===== config.mk =====
export PLATFORM = sky130hd
export DESIGN_NAME = reg_bus_arbiter
export DESIGN_NICKNAME = d
export VERILOG_FILES = /design/src/rtl/reg_arb_pkg.sv /design/src/rtl/rr_pick.sv /design/src/rtl/reg_bus_arbiter.sv
export SDC_FILE = /design/constraint.sdc
export NUM_CORES = 1
export LEC_CHECK = 0
export BUFFER_PORTS_ARGS = -buffer_cell sky130_fd_sc_hd__buf_2
export CORE_MARGIN = 10
export CORE_UTILIZATION = 40
export DETAILED_ROUTE_END_ITERATION = 7
export GPL_TIMING_DRIVEN = 0
export PLACE_DENSITY = 0.76
export RECOVER_POWER = 100
export SYNTH_ARGS = -nofsm -noshare
export SYNTH_HDL_FRONTEND = slang
export SYNTH_HIERARCHICAL = 1
export SYNTH_SLANG_ARGS = --single-unit

===== constraint.sdc =====
create_clock -name clk -period 1.7 [get_ports clk]
set_input_delay 0.425 -clock clk [delete_from_list [all_inputs] [get_ports clk]]
set_output_delay 0.425 -clock clk [all_outputs]
set_load 0.01 [all_outputs]

===== src/rtl/reg_arb_pkg.sv =====
//==============================================================================
// Module      : reg_arb_pkg
// Description : Shared types and constants for the register-bus arbiter.
//               Holds the arbiter FSM state encoding, the default requester
//               and register counts, and the register-address width helper.
// Revision    : 1.0 - initial release
//==============================================================================
`default_nettype none

package reg_arb_pkg;

    localparam int c_NREQ_DEF = 4;
    localparam int c_NREG_DEF = 8;

    typedef enum logic [1:0] {
        ST_IDLE   = 2'd0,
        ST_GRANT  = 2'd1,
        ST_ACCESS = 2'd2
    } arb_state_t;

    // Address width wide enough to express the value NREG itself, so an
    // out-of-range register index is representable even when NREG is a
    // power of two (8 registers -> 4-bit index, indices 8..15 flag err).
    function automatic int aw_of(input int nreg);
        return $clog2(nreg + 1);
    endfunction

endpackage

`default_nettype wire


===== src/rtl/rr_pick.sv =====
//==============================================================================
// Module      : rr_pick
// Description : Combinational round-robin picker. Searches req starting at
//               index ptr and wrapping; returns the first active requester as
//               a one-hot vector (all zero when no request is active).
// Ports       : req    [NREQ-1:0] - active requests
//               ptr    [PW-1:0]   - index with highest priority this round
//               winner [NREQ-1:0] - one-hot selected requester
// Revision    : 1.0 - initial release
//==============================================================================
`default_nettype none

module rr_pick #(
    parameter  int NREQ = 4,
    localparam int PW   = (NREQ > 1) ? $clog2(NREQ) : 1
) (
    input  logic [NREQ-1:0] req,
    input  logic [PW-1:0]   ptr,
    output logic [NREQ-1:0] winner
);

    logic [NREQ-1:0] w_rot;
    logic [NREQ-1:0] w_rot_oh;

    // Rotate so that requester ptr sits at bit 0, isolate the lowest set
    // bit, then rotate the one-hot result back to absolute positions.
    assign w_rot    = NREQ'({req, req} >> ptr);
    assign w_rot_oh = w_rot & (-w_rot);
    assign winner   = NREQ'(({w_rot_oh, w_rot_oh} << ptr) >> NREQ);

endmodule

`default_nettype wire


===== src/rtl/reg_bus_arbiter.sv =====
//==============================================================================
// Module      : reg_bus_arbiter
// Description : Round-robin arbiter giving NREQ requesters access to a bank of
//               NREG 64-bit registers on a shared tri-state bus. Each
//               transaction is IDLE (arbitrate) -> GRANT -> ACCESS; the IDLE
//               that follows is a bus turnaround cycle. All outputs are decoded
//               from registered state only.
// Ports       : clk        - clock, rising edge
//               clr_n      - asynchronous active-low reset
//               req   [NREQ-1:0]    - per-requester request (level held)
//               wr    [NREQ-1:0]    - per-requester op, 1 = write
//               addr  [NREQ*AW-1:0] - per-requester register index
//               lock  [NREQ-1:0]    - per-requester bus lock (ARB_LOCK_EN)
//               gnt   [NREQ-1:0]    - one-hot grant
//               reg_ie[NREG-1:0]    - one-hot register input enable
//               write_ctrl          - global write qualifier
//               reg_oe[NREG-1:0]    - one-hot register output enable
//               done, err           - completion / out-of-range pulses
// Config      : define ARB_LOCK_EN to add the lock port; a locked winner goes
//               ACCESS -> GRANT with freshly latched wr/addr and keeps ptr.
// Revision    : 1.0 - initial release
//==============================================================================
`default_nettype none

module reg_bus_arbiter
    import reg_arb_pkg::*;
#(
    parameter  int NREQ = c_NREQ_DEF,
    parameter  int NREG = c_NREG_DEF,
    localparam int AW   = aw_of(NREG),
    localparam int PW   = (NREQ > 1) ? $clog2(NREQ) : 1
) (
    input  logic                 clk,
    input  logic                 clr_n,
    input  logic [NREQ-1:0]      req,
    input  logic [NREQ-1:0]      wr,
    input  logic [NREQ*AW-1:0]   addr,
`ifdef ARB_LOCK_EN
    input  logic [NREQ-1:0]      lock,
`endif
    output logic [NREQ-1:0]      gnt,
    output logic [NREG-1:0]      reg_ie,
    output logic                 write_ctrl,
    output logic [NREG-1:0]      reg_oe,
    output logic                 done,
    output logic                 err
);

    arb_state_t      r_state;
    logic [PW-1:0]   r_ptr;
    logic [PW-1:0]   r_win;
    logic            r_wr;
    logic [AW-1:0]   r_addr;

    arb_state_t      w_state_nxt;
    logic [PW-1:0]   w_ptr_nxt;
    logic [PW-1:0]   w_win_nxt;
    logic            w_wr_nxt;
    logic [AW-1:0]   w_addr_nxt;

    logic [NREQ-1:0] w_pick_oh;
    logic [PW-1:0]   w_pick_idx;
    logic [PW-1:0]   w_sel_idx;
    logic            w_sel_wr;
    logic [AW-1:0]   w_sel_addr;
    logic [PW-1:0]   w_ptr_inc;
    logic            w_in_range;
    logic            w_lock_hold;

    rr_pick #(
        .NREQ   (NREQ)
    ) u_rr_pick (
        .req    (req),
        .ptr    (r_ptr),
        .winner (w_pick_oh)
    );

    always_comb begin : p_pick_encode
        w_pick_idx = '0;
        for (int i = 0; i < NREQ; i++) begin
            if (w_pick_oh[i]) begin
                w_pick_idx = PW'(i);
            end
        end
    end

    // In IDLE the fresh winner's operands are latched; in ACCESS (lock
    // re-grant) the current winner's operands are re-latched.
    assign w_sel_idx = (r_state == ST_IDLE) ? w_pick_idx : r_win;

    always_comb begin : p_sel_mux
        w_sel_wr   = 1'b0;
        w_sel_addr = '0;
        for (int i = 0; i < NREQ; i++) begin
            if (w_sel_idx == PW'(i)) begin
                w_sel_wr   = wr[i];
                w_sel_addr = addr[i*AW +: AW];
            end
        end
    end

    assign w_ptr_inc  = (r_win == PW'(NREQ - 1)) ? '0 : r_win + PW'(1);
    assign w_in_range = (r_addr < AW'(NREG));

`ifdef ARB_LOCK_EN
    assign w_lock_hold = lock[r_win];
`else
    assign w_lock_hold = 1'b0;
`endif

    always_ff @(posedge clk or negedge clr_n) begin : p_fsm_seq
        if (!clr_n) begin
            r_state <= ST_IDLE;
            r_ptr   <= '0;
            r_win   <= '0;
            r_wr    <= 1'b0;
            r_addr  <= '0;
        end else begin
            r_state <= w_state_nxt;
            r_ptr   <= w_ptr_nxt;
            r_win   <= w_win_nxt;
            r_wr    <= w_wr_nxt;
            r_addr  <= w_addr_nxt;
        end
    end

    always_comb begin : p_fsm_comb
        w_state_nxt = r_state;
        w_ptr_nxt   = r_ptr;
        w_win_nxt   = r_win;
        w_wr_nxt    = r_wr;
        w_addr_nxt  = r_addr;
        gnt         = '0;
        reg_ie      = '0;
        reg_oe      = '0;
        write_ctrl  = 1'b0;
        done        = 1'b0;
        err         = 1'b0;

        case (r_state)
            ST_IDLE: begin
                if (|req) begin
                    w_state_nxt = ST_GRANT;
                    w_win_nxt   = w_pick_idx;
                    w_wr_nxt    = w_sel_wr;
                    w_addr_nxt  = w_sel_addr;
                end
            end

            ST_GRANT: begin
                gnt[r_win] = 1'b1;
                // A requester that withdraws here aborts without consuming
                // its round-robin turn.
                w_state_nxt = req[r_win] ? ST_ACCESS : ST_IDLE;
            end

            ST_ACCESS: begin
                gnt[r_win] = 1'b1;
                done       = 1'b1;
                err        = !w_in_range;
                write_ctrl = r_wr && w_in_range;
                // Out-of-range indices match no bit, so no enable asserts.
                for (int i = 0; i < NREG; i++) begin
                    reg_ie[i] = r_wr  && (r_addr == AW'(i));
                    reg_oe[i] = !r_wr && (r_addr == AW'(i));
                end
                if (w_lock_hold) begin
                    w_state_nxt = ST_GRANT;
                    w_wr_nxt    = w_sel_wr;
                    w_addr_nxt  = w_sel_addr;
                end else begin
                    w_state_nxt = ST_IDLE;
                    w_ptr_nxt   = w_ptr_inc;
                end
            end

            default: begin
                w_state_nxt = ST_IDLE;
            end
        endcase
    end

endmodule

`default_nettype wire


==> flow_summary_export.csv <==
group,metric,value,unit
synth,netlist_area,982,um^2
sta,relSlewSlack,55.1,%
floorplanning,placementRows,17,
sta,worst_pin_slew,673,ps
critical_path,slowest_delay,410,ps
critical_path,regToRegEndpoint,"r_wr$_DFFE_PN0P_",
cts,cts_tree,"built",
critical_path,startpoint_type,"flop",
detailed_routing,wl_per_cell,16.6,um
critical_path,worstSetupPathType,"flop to primary output",
hold_path,holdCritPathClass,"input pin to asynchronous set/reset pin",
power,powerDensity,1660,nW/um^2
sta,setup_violations,27,
critical_path,arrival,1650,ps
detailed_routing,final_antenna_net_count,0,
placement,routabilityCongestion,0.874,
synth,syn-num-nets,152,
sta,final_max_slew_viol_count,0,
critical_path,reg2regPathDepth,8,
critical_path,r2r-start,"r_state[0]$_DFFE_PN0P_",
critical_path,crit_slowest_cell,"dfrtp_1",
cells_and_area,multi_input_area,846,um^2
synth,syn-instance-count,118,
sta,rsz0062_at_grt,"yes",
floorplanning,die_w,69.6,um
grt,grt_max_degree,12,
power,vdd_drop_max,1.14,mV
sta,fin_crit_sh,122,%
cells_and_area,fillerInstances,187,
cells_and_area,synthToLayoutAreaGrowth,67.9,%
sta,worst_slack,-377,ps
grt,grt_first_pass_wirelength,5.38,mm
power,leakagePower,0.811,nW
run,drv_cap,0,
detailed_routing,drt-total-wl,3.58,mm
cts,h-tree-depth,1,
placement,portBuffers,48,
grt,grt.total_usage,12.9,%
cts,cts.path.max_buffers,2,
floorplanning,pin_count,49,
detailed_routing,drc_errors,0,
cts,cts_hold_buf,0,
placement,dpl.hpwl,2.55,mm
cts,cts_made_buffers,3,
critical_path,crit_fanout,4,
sta,fin_skew,1.95,ps
cells_and_area,drive_gt1_share,63.3,%
cells_and_area,layout.nets,223,
cells_and_area,fin_util,72.5,%
cts,clk_pin_slew,80,ps
synth,avgSynthCellArea,8.32,um^2
detailed_routing,vias,1144,
floorplanning,dieArea,4840,um^2
critical_path,rrSetupSlack,-70,ps
synth,yosysWarnings,6,
critical_path,crit_chain,"inv_2, ha_4, nand2b_4, or3_4, nor3_4, buf_2",
cts,clk_latency,280,ps
grt,grt_pass1_vias,1182,
placement,dp_slack,-276,ps
run_status,violations,"negative setup slack",
placement,post_dp_cell_area,1300,um^2
cts,cts_root_buffer,"clkbuf_4",
floorplanning,core,2280,um^2
detailed_routing,vias_per_cell,5.30,
grt,grt_overflow_total,0,
cells_and_area,diodes,0,
sta,holdWs,145,ps
floorplanning,die_y,69.6,um
critical_path,critPathCaptureType,"primary output",
cts,cts.sinks,11,
floorplanning,start_util,43.2,%
cells_and_area,register_area,279,um^2
critical_path,critical_path_required,1270,ps
run_status,outcome,"finished with violations",
grt,antenna_found_initial,0,
sta,max_freq,481,MHz
cells_and_area,final_area,1650,um^2
sta,finalHoldViolCount,0,
sta,period_minus_slack,2080,ps
detailed_routing,first_pass_iters,4,
detailed_routing,drt-initial-drc-count,41,
==> repair_timing <==
item | 4_1_cts | 5_1_grt
endpoints found under the setup margin | 26 | 27
gates resized for setup | 14 | 37
setup buffers | 9 | 10
pin swaps | 14 | 16
cloned | 0 | 0
==> cells in the final DEF (no fill, tap or decap), types with 3 or more instances in the layout <==
| cell | instances |
|---|---|
| nand2b_1 | 3 |
| buf_6 | 9 |
| a21oi_2 | 3 |
| nand2b_4 | 3 |
| inv_2 | 3 |
| nand2_1 | 11 |
| o221ai_1 | 4 |
| dfrtp_2 | 3 |
| inv_1 | 3 |
| o21ai_0 | 3 |
| buf_4 | 15 |
| and2_4 | 4 |
| a22oi_1 | 4 |
| nor2_2 | 9 |
| nor2_1 | 9 |
| buf_2 | 42 |
| clkbuf_4 | 3 |
| ha_1 | 6 |
| dfrtp_1 | 8 |
| mux2i_1 | 4 |
==> power breakdown <==
group	switching (mW)	total [mW]	leakage, nW	internal [mW]
sequential	0.200	0.604	0.129	0.404
clock	0.105	0.197	0.0150	0.0912
combinational	0.940	1.94	0.667	1.00
==> state kept, by name, indices dropped and copies added (netlist names) <==
name     count
r_state      2
r_win        2
r_ptr        2
r_wr         1
r_addr       4
==> stage by stage <==
stage	setup TNS (ps)	instances	power [mW]
2_1_floorplan	-59.1	118	1.51
3_3_place_gp	-2030	194	1.78
3_5_place_dp	-2740	194	1.85
4_1_cts	-4440	207	2.29
5_1_grt	-7920	216	2.95
6_report	-6130	216	2.74
==> how the worst max path moves through the flow <==
stage / startpoint / to / depth (start not counted)
after global placement: req[3] / r_addr[2]$_DFFE_PN0P_ / 8
after CTS: r_state[0]$_DFFE_PN0P_ / reg_ie[0] / 6
final: r_state[0]$_DFFE_PN0P_ / reg_ie[0] / 6
after detailed placement: req[3] / r_wr$_DFFE_PN0P_ / 8
after global routing: r_state[0]$_DFFE_PN0P_ / reg_ie[0] / 6
after floorplan: r_state[0]$_DFFE_PN0P_ / reg_ie[0] / 5
==> layer usage <==
layer	part of all wire [%]	vias up	wire, um	global-route usage (%)
met2	55	42	1960	23.3
met1	37	539	1320	13.0
met5	0	-	0	0
met4	1.2	0	42	4.66
met3	7.3	6	263	4.99
li1	-	557	-	-
==> critical path, delay by kind of cell (launching register included) <==
family	cells	cell delay, ps
flip-flops	1	410
adder cells (fa/ha/maj)	1	150
AND/OR/NAND/NOR	3	570
buffers and inverters	2	240
==> area by class of cell <==
cell class                 instances  share of cell area [%]
buffer                             2                   0.759
tap                               28                    2.12
sequential                        11                    16.9
multi-input combinational         98                    51.3
timing repair buffer              66                    25.5
inverter                           7                    1.82
clock buffer                       4                    1.59
Power figures use the tool's default switching activity.
